## config.mk

```make
export PLATFORM = sky130hd
export DESIGN_NAME = elevator_ctrl
export DESIGN_NICKNAME = d
export VERILOG_FILES = /design/src/rtl/elevator_ctrl.sv
export SDC_FILE = /design/constraint.sdc
export NUM_CORES = 1
export LEC_CHECK = 0
export CAP_MARGIN = 20
export CORE_MARGIN = 2
export CORE_UTILIZATION = 55
export CTS_BUF_LIST = sky130_fd_sc_hd__clkbuf_2
export DETAILED_ROUTE_END_ITERATION = 8
export DONT_BUFFER_PORTS = 1
export GPL_TIMING_DRIVEN = 0
export PLACE_DENSITY_LB_ADDON = 0.25
export SLEW_MARGIN = 10
export SYNTH_ARGS = -nofsm -noshare
export SYNTH_HDL_FRONTEND = slang
export SYNTH_SLANG_ARGS = --single-unit
```

## constraint.sdc

```tcl
create_clock -name clk -period 4.12 [get_ports clk]
set_input_delay 0.824 -clock clk [delete_from_list [all_inputs] [get_ports clk]]
set_output_delay 0.824 -clock clk [all_outputs]
set_load 0.05 [all_outputs]
```

## src/rtl/elevator_ctrl.sv

```systemverilog
// Single-car SCAN elevator controller: latches car and hall calls, drives the
// motor and door, and shows the current floor.
module elevator_ctrl #(
  parameter int BUTTONS_WIDTH = 8,
  parameter int FLOOR_TICKS   = 2,
  parameter int DOOR_TICKS    = 4
) (
  input  logic                             clk,
  input  logic                             reset,
  input  logic                             open_btn,
  input  logic                             close_btn,
  input  logic [BUTTONS_WIDTH-1:0]         btn_in,
  input  logic [BUTTONS_WIDTH-1:0]         btn_up_out,
  input  logic [BUTTONS_WIDTH-1:0]         btn_down_out,
  output logic [1:0]                       engine,
  output logic [1:0]                       door,
  output logic [$clog2(BUTTONS_WIDTH)-1:0] level_display
);

  localparam int FW = $clog2(BUTTONS_WIDTH);
  localparam int MW = $clog2(FLOOR_TICKS + 1);
  localparam int DW = $clog2(DOOR_TICKS + 1);
  localparam logic [FW-1:0] TOP_FLOOR = FW'(BUTTONS_WIDTH - 1);

  typedef enum logic [2:0] {
    IDLE,
    MOVE_UP,
    MOVE_DOWN,
    DOOR_OPEN,
    DOOR_CLOSE
  } state_t;

  typedef enum logic {
    DIR_UP,
    DIR_DOWN
  } dir_t;

  state_t                   state, state_next;
  dir_t                     dir, dir_next;
  logic [FW-1:0]            floor, floor_next;
  logic [MW-1:0]            move_cnt, move_cnt_next;
  logic [DW-1:0]            door_cnt, door_cnt_next;
  logic [BUTTONS_WIDTH-1:0] req_in, req_up, req_down;
  logic [BUTTONS_WIDTH-1:0] pending, clear_mask;
  logic [1:0]               engine_next, door_next;
  logic [FW-1:0]            floor_up, floor_dn;
  logic                     above, below, go_up, go_down;

  function automatic logic any_above(input logic [BUTTONS_WIDTH-1:0] v,
                                     input logic [FW-1:0] f);
    logic r;
    r = 1'b0;
    for (int i = 0; i < BUTTONS_WIDTH; i++) begin
      if (i > int'(f)) r = r | v[i];
    end
    return r;
  endfunction

  function automatic logic any_below(input logic [BUTTONS_WIDTH-1:0] v,
                                     input logic [FW-1:0] f);
    logic r;
    r = 1'b0;
    for (int i = 0; i < BUTTONS_WIDTH; i++) begin
      if (i < int'(f)) r = r | v[i];
    end
    return r;
  endfunction

  assign pending       = req_in | req_up | req_down;
  assign level_display = floor;

  // Next-state logic; SCAN keeps the current direction while anything lies ahead.
  always_comb begin
    state_next    = state;
    dir_next      = dir;
    floor_next    = floor;
    move_cnt_next = move_cnt;
    door_cnt_next = door_cnt;
    floor_up      = floor + FW'(1);
    floor_dn      = floor - FW'(1);
    above         = any_above(pending, floor);
    below         = any_below(pending, floor);
    go_up         = (dir == DIR_UP)   ? above : (above && !below);
    go_down       = (dir == DIR_DOWN) ? below : (below && !above);

    case (state)
      IDLE: begin
        move_cnt_next = '0;
        door_cnt_next = '0;
        if (pending[floor] || open_btn) begin
          state_next = DOOR_OPEN;
        end else if (go_up) begin
          state_next = MOVE_UP;
          dir_next   = DIR_UP;
        end else if (go_down) begin
          state_next = MOVE_DOWN;
          dir_next   = DIR_DOWN;
        end
      end

      MOVE_UP: begin
        if (move_cnt == MW'(FLOOR_TICKS - 1)) begin
          move_cnt_next = '0;
          if (floor == TOP_FLOOR) begin
            state_next = IDLE;
          end else begin
            floor_next = floor_up;
            if (pending[floor_up]) begin
              state_next    = DOOR_OPEN;
              door_cnt_next = '0;
            end else if (!any_above(pending, floor_up)) begin
              state_next = IDLE;
            end
          end
        end else begin
          move_cnt_next = move_cnt + MW'(1);
        end
      end

      MOVE_DOWN: begin
        if (move_cnt == MW'(FLOOR_TICKS - 1)) begin
          move_cnt_next = '0;
          if (floor == '0) begin
            state_next = IDLE;
          end else begin
            floor_next = floor_dn;
            if (pending[floor_dn]) begin
              state_next    = DOOR_OPEN;
              door_cnt_next = '0;
            end else if (!any_below(pending, floor_dn)) begin
              state_next = IDLE;
            end
          end
        end else begin
          move_cnt_next = move_cnt + MW'(1);
        end
      end

      // open_btn takes priority over close_btn and over the timeout
      DOOR_OPEN: begin
        if (open_btn) begin
          door_cnt_next = '0;
        end else if (close_btn) begin
          state_next = DOOR_CLOSE;
        end else if (door_cnt == DW'(DOOR_TICKS - 1)) begin
          state_next = DOOR_CLOSE;
        end else begin
          door_cnt_next = door_cnt + DW'(1);
        end
      end

      DOOR_CLOSE: begin
        door_cnt_next = '0;
        state_next    = open_btn ? DOOR_OPEN : IDLE;
      end

      default: state_next = IDLE;
    endcase
  end

  // Outputs are decoded from the next state so they register alongside it.
  always_comb begin
    engine_next = 2'b00;
    door_next   = 2'b00;
    clear_mask  = '0;
    case (state_next)
      MOVE_UP:    engine_next = 2'b01;
      MOVE_DOWN:  engine_next = 2'b10;
      DOOR_OPEN:  door_next   = 2'b01;
      DOOR_CLOSE: door_next   = 2'b10;
      default: ;
    endcase
    if (state_next == DOOR_OPEN) clear_mask[floor_next] = 1'b1;
  end

  // Calls at an open-door floor are swallowed instead of latched.
  always_ff @(posedge clk or posedge reset) begin
    if (reset) begin
      state    <= IDLE;
      dir      <= DIR_UP;
      floor    <= '0;
      move_cnt <= '0;
      door_cnt <= '0;
      req_in   <= '0;
      req_up   <= '0;
      req_down <= '0;
      engine   <= 2'b00;
      door     <= 2'b00;
    end else begin
      state    <= state_next;
      dir      <= dir_next;
      floor    <= floor_next;
      move_cnt <= move_cnt_next;
      door_cnt <= door_cnt_next;
      req_in   <= (req_in   | btn_in)       & ~clear_mask;
      req_up   <= (req_up   | btn_up_out)   & ~clear_mask;
      req_down <= (req_down | btn_down_out) & ~clear_mask;
      engine   <= engine_next;
      door     <= door_next;
    end
  end

endmodule

```

==> Word-level counts from Yosys, hierarchy flattened <==
Index checks and enable logic that the tools add are counted.
{ "word_totals": {"wordCells": 247, "reg_bits": 40, "mem_bits_rw": 0, "memories": 0, "rom_bits": 0, "latchBits": 0, "output_inout_bits": 7} }
{ "op_classes": {"n_mux": 132, "n_reduce_logical": 15, "multipliers": 0, "order_cmp": 33, "eq_ne": 19, "shifts": 0, "bitwise_logic": 34, "div_mod_pow": 0, "addsub": 4} }
{ "op_table": {"columns": ["cell", "count"], "rows": [
  ["$mux 1", 92],
  ["$mux 3", 27],
  ["$or 8x8->8", 5],
  ["$and 8x8->8", 3],
  ["$gt 3x3->1 const A", 8],
  ["$or 1x1->1", 24],
  ["$lt 3x3->1 const A", 6],
  ["$lt 3x4->1 const B", 4],
  ["$eq 3x2->1 const B", 5],
  ["$pmux 3 s5", 1],
  ["$gt 2x3->1 const A", 4],
  ["$lt 1x3->1 const A", 4],
  ["$lt 2x3->1 const A", 4],
  ["$ne 2x2->1 const B", 6],
  ["$pmux 2 s2", 3],
  ["$pmux 3 s4", 1],
  ["$bmux 1 s3", 3],
  ["$eq 3x3->1 const B", 3],
  ["$reduce_and 9->1", 1],
  ["$mux 8", 1],
  ["$not 8->8", 1],
  ["$add 3x1->3 const B", 2],
  ["$eq 3x1->1 const B", 2],
  ["$gt 1x3->1 const A", 2],
  ["17 further kinds", 25]
]} }

==> Logic depth before layout (Yosys ltp) <==
{ "logic_depth": {"depth_word": 53, "ltp_mapped": 12, "mapped_depth_nobuf": 10} }

==> Worst setup path before layout <==
No wires, ideal clock.
{ "synth_timing": {"path_kind": "register to register", "startpoint": "register floor[1], in the netlist level_display[1]", "endpoint": "register req_down[5]", "setup_time_ns": 0.136, "arrival_time_ns": 3.133, "path_slack_ns": 0.851, "required_ns": 3.984, "path_stages_with_launch": 12, "n_path_buf": 3, "cell_sequence": "dfrtp_1 buf_2 inv_1 ha_1 clkbuf_1 a2111oi_0 a211oi_1 a211oi_1 a211oi_4 a221oi_2 buf_6 a21oi_1"} }
{ "synth_via": {"elab_chain_cells": 52, "elab_cells_between_ends": 179, "classes_between": "add/sub (2); order compare (30); eq/ne (2); mux (112); bitwise (26); reduce/logical (7)"} }
{ "synth_rtl": {"columns": ["item", "line", "text"], "rows": [
  ["start, declared", "40", "logic [FW-1:0] floor, floor_next;"],
  ["start signal, assigned", "192", "floor <= floor_next;"],
  ["$sub 3x1->3 / $add 3x1->3 (equally long branches)", "80, 79", null],
  ["$lt 1x3->1 / $gt 1x3->1 (equally long branches)", "64, 54", null],
  ["$mux 1, on equally long branches", "64, 54", null],
  ["$mux 1, on equally long branches", "127, 108", null],
  ["$mux 1, on equally long branches", "123, 104", null],
  ["$mux 1, on equally long branches", "121, 102", null],
  ["$mux 1", "86", "case (state)"],
  ["$or 1x1->1, on equally long branches", "64, 54", null],
  ["(+36 left out)", null, null],
  ["$mux 3, on equally long branches", "127, 108", null],
  ["$mux 3, on equally long branches", "123, 104", null],
  ["$mux 3, on equally long branches", "121, 102", null],
  ["$pmux 3 s5", "86", null],
  ["$eq 3x2->1", "173", "if (state_next == DOOR_OPEN) clear_mask[floor_next] = 1'b1;"],
  ["$mux 8 *", "173", null],
  ["$not 8->8 *", "197", "req_down <= (req_down | btn_down_out) & ~clear_mask;"],
  ["$and 8x8->8 *", "197", null],
  ["end signal, assigned", "197", null],
  ["end, declared", "43", "logic [BUTTONS_WIDTH-1:0] req_in, req_up, req_down;"]
]} }
Mark *: on every way between the ends. The rest lies on a longest branch, timed or not. The select of a mux whose other input is x is not followed.
A chain may end at the register's enable or synchronous reset.

==> Final worst setup path <==
{ "layout_timing": {"startpoint": "register floor[2], in the netlist level_display[2]", "endpoint": "register req_down[1]"} }
The elaborated chain is that of the path after synthesis.

==> impl_results.rst <==
.. list-table::
   :header-rows: 1

   * - Metric
     - Value
   * - Number of nets with antenna violations after routing
     - 0
   * - Number of fill cells
     - 418
   * - N_diodes
     - 0
   * - Clock Latency Late Sink
     - 0.42 ns
   * - Yosys cell types
     - 65
   * - TritonCTS buffer count
     - 5
   * - Lkg Pwr
     - 0.9800 nW
   * - Sum of net half-perimeters after detailed placement
     - 4382 um
   * - Cell type with the highest aggregate area in the netlist
     - sky130_fd_sc_hd__dfrtp_1
   * - Status
     - finished, final reports clean
   * - Share of cells above drive strength 1
     - 0.1597
   * - Top flip-flop cell by instance count after synthesis
     - sky130_fd_sc_hd__dfrtp_1
   * - Synth Net Count
     - 318
   * - IO Pins
     - 35
   * - TritonCTS clock tree
     - built
   * - Effective utilization at floorplan
     - 0.5619
   * - Synth warnings
     - 0
   * - Drt first pass iters
     - 5
   * - Final worst setup slack
     - 0.3401 ns
   * - Number of antenna violations at the first check in global routing
     - 0
   * - Total via count after detailed routing
     - 2148
   * - Number of max-cap violations
     - 0
   * - Number of global-route vias before repair
     - 2056
   * - Horizontal die dimension
     - 72.77 um
   * - Count of buffers added by post-CTS timing repair for setup
     - 0
   * - Critical path arrival
     - 4.14 ns
   * - Most numerous cell types in the synthesized netlist
     - 42 x sky130_fd_sc_hd__nor2_1, 40 x sky130_fd_sc_hd__dfrtp_1, 27 x sky130_fd_sc_hd__a21oi_1, 15 x sky130_fd_sc_hd__inv_1, 13 x sky130_fd_sc_hd__nand2_1
   * - Yosys reg bits
     - 40
   * - Average wire per standard cell
     - 17.17 um
   * - Fraction of synthesis flops using an asynchronous set or reset pin
     - 1.000
   * - Post-synthesis area per instance
     - 9.290 um^2
   * - Unrepaired setup endpoints after global routing
     - no
   * - Pre-CTS setup slack
     - 0.2325 ns
   * - Number of instances in the synthesized netlist
     - 280
   * - Crit end category
     - flip-flop
   * - Worst IR drop on VDD
     - 525.3 uV
   * - Height of the die
     - 72.77 um
   * - Final critical delay including setup and external delays
     - 3.780 ns
   * - Max-slew violation count
     - 0
   * - Setup tns final
     - 0 ns
   * - End of the worst register-to-register path
     - req_down[1]
   * - Via-per-instance ratio
     - 6.281
   * - Final Wtd Congestion
     - 0.9419
   * - Final setup viols
     - 0
   * - Pin count of the biggest net entering global routing
     - 41
   * - Most area-consuming cells after synthesis
     - sky130_fd_sc_hd__dfrtp_1 38%, sky130_fd_sc_hd__nor2_1 6.1%, sky130_fd_sc_hd__a21oi_1 5.2%, sky130_fd_sc_hd__ha_1 4.8%, sky130_fd_sc_hd__a21oi_2 3.0%
   * - Count leader, synth
     - sky130_fd_sc_hd__nor2_1
   * - Max clock buf depth
     - 2
   * - Class of the worst hold path
     - primary input to asynchronous set/reset pin
   * - Highest net fanout along the worst path
     - 10
   * - PnR Total Power
     - 2.417 mW
   * - Site row count
     - 25
   * - Worst reg-to-reg path cell count
     - 11
   * - Count of clock tree sinks
     - 40
   * - Data required time at the worst endpoint
     - 4.48 ns
   * - Area of the mapped netlist
     - 0.002601 mm^2
   * - Area share of the largest cell type after synthesis
     - 0.3848
   * - Power per Cell Area
     - 890.4 mW/mm^2
   * - Global-route total usage across every layer
     - 0.2438
   * - H-tree lvl count
     - 2
   * - Kind of critical path
     - flip-flop to flip-flop
   * - Overflow left after global routing
     - 0
   * - Wire length reported by the detailed router
     - 5872 um
   * - Die outline area
     - 0.005295 mm^2
   * - Core region area
     - 0.004629 mm^2
   * - Count of buffers from port buffering
     - 0
   * - Sequential fraction of the synthesis area
     - 0.3848
   * - Number of enable-type register cells in the synthesized netlist
     - 0
   * - Cell chosen for the clock root
     - sky130_fd_sc_hd__clkbuf_2
   * - Number of failing hold endpoints at the final stage
     - 0
   * - Number of design rule violations left after detail routing
     - 0
   * - Area growth, synth to finish
     - 4.377%
   * - Fin crit share
     - 0.9174
   * - Slew headroom
     - 0.4604
   * - Minimum setup slack among reg-to-reg paths
     - 0.34 ns
   * - Clock transition at the registers of the reported paths
     - 0.22 ns
   * - Count of nets after finishing
     - 325
   * - Number of DRC markers after the initial detailed-route iteration
     - 230
   * - Pin slew with the least headroom to its limit
     - 0.8083 ns
   * - Fmax achieved
     - 264.6 MHz
   * - Worst reg2reg startpoint
     - level_display[2]
   * - Wire length of the first global-routing pass
     - 9963 um
   * - Worst clock skew on the final layout
     - 0.02076 ns
   * - CTS hold repair buffers
     - 0
   * - Kind of start point of the critical path
     - flip-flop
-- through the flow --
stage          hold slack [ns]  std cells    util  instance area [um^2]
3_5_place_dp            0.4984        334  0.5765                  2669
2_1_floorplan           0.4642        280       -                  2601
4_1_cts                 0.4052        342  0.5859                  2713
5_1_grt                 0.4437        342  0.5865                  2715
6_report                0.4016        342  0.5865                  2715
3_3_place_gp            0.4795        334  0.5765                  2669
-- critical path, cell delays in order (launching register included) --
cell and delay, ns:
sky130_fd_sc_hd__dfrtp_1 0.87, sky130_fd_sc_hd__inv_1 0.26, sky130_fd_sc_hd__ha_1 0.35, sky130_fd_sc_hd__clkbuf_1 0.29, sky130_fd_sc_hd__nand2b_1 0.18, sky130_fd_sc_hd__o22ai_1 0.07, sky130_fd_sc_hd__a211oi_1 0.52, sky130_fd_sc_hd__nand4_1 0.23
sky130_fd_sc_hd__a211oi_2 0.45, sky130_fd_sc_hd__a221oi_2 0.16, sky130_fd_sc_hd__buf_6 0.18, sky130_fd_sc_hd__a21oi_1 0.13
-- repair_timing --
item | 4_1_cts | 5_1_grt
gates resized for setup | 0 | 2
endpoints found under the hold margin | 0 | 0
endpoints found under the setup margin | 0 | 20
-- final cells by class --
cell class / count / area [um^2] / share of cell area
sequential: 40 / 1003 / 0.3696
clock inverter: 3 / 18.77 / 0.006912
clock buffer: 5 / 25.02 / 0.009217
inverter: 15 / 56.30 / 0.02074
tap: 54 / 67.56 / 0.02488
buffer: 11 / 63.81 / 0.02350
multi-input combinational: 214 / 1480 / 0.5452
-- layout by cell type, fill, tap and decap left out, drive strengths merged, types with 3 or more instances in the layout --
master,count
clkbuf,9
a31oi,3
nand3,3
nand2,13
mux2i,4
nor2,42
inv,15
ha,10
a211oi,5
o31ai,4
and2,4
dfrtp,40
a21oi,36
nor4,3
or3,5
o22ai,6
o21ai,12
a2111oi,4
buf,7
a221oi,3
nand2b,4
or2,3
nor3,13
-- layer usage --
| metal | wire (um) | share of wire | GRT usage | vias to the layer above |
|---|---|---|---|---|
| met3 | 481 | 0.082 | 0.04420 | 12 |
| met4 | 102 | 0.017 | 0.08230 | 0 |
| met1 | 2616 | 0.45 | 0.3405 | 1005 |
| li1 | - | - | - | 1038 |
| met2 | 2672 | 0.46 | 0.3838 | 93 |
| met5 | 0 | 0 | 0 | - |
-- worst max path at each step --
stage | startpoint | to | slack [ns]
global placement | level_display[1] | req_up[5] | 0.26
CTS | level_display[1] | req_down[1] | 0.18
global route | level_display[2] | req_up[0] | 0.1
detailed placement | level_display[1] | req_up[0] | 0.23
floorplan | level_display[1] | req_down[5] | 0.85
finish | level_display[2] | req_down[1] | 0.34
-- report_power, final --
part / switching, mW / total [mW] / internal [mW]
Clock: 0.136 / 0.175 / 0.0392
Sequential: 0.240 / 0.758 / 0.518
Combinational: 0.935 / 1.48 / 0.549
Total: 1.31 / 2.42 / 1.11
-- flip-flops by register name, indices dropped and copies added (netlist names) --
signal,cells
dir,1
req_down,8
engine,2
move_cnt,2
door_cnt,3
req_up,8
req_in,8
state,3
level_display,3
door,2
-- kinds of logic after synthesis --
kind of cell,count (synthesis),synth area share
flip-flops,40,0.3848
buffers and inverters,26,0.04617
adder cells (fa/ha/maj),11,0.05195
XOR/XNOR,3,0.01299
AO/OA/AOI/OAI,92,0.2665
multiplexers,6,0.02405
AND/OR/NAND/NOR,102,0.2136
(Power assumes the default switching activity.)
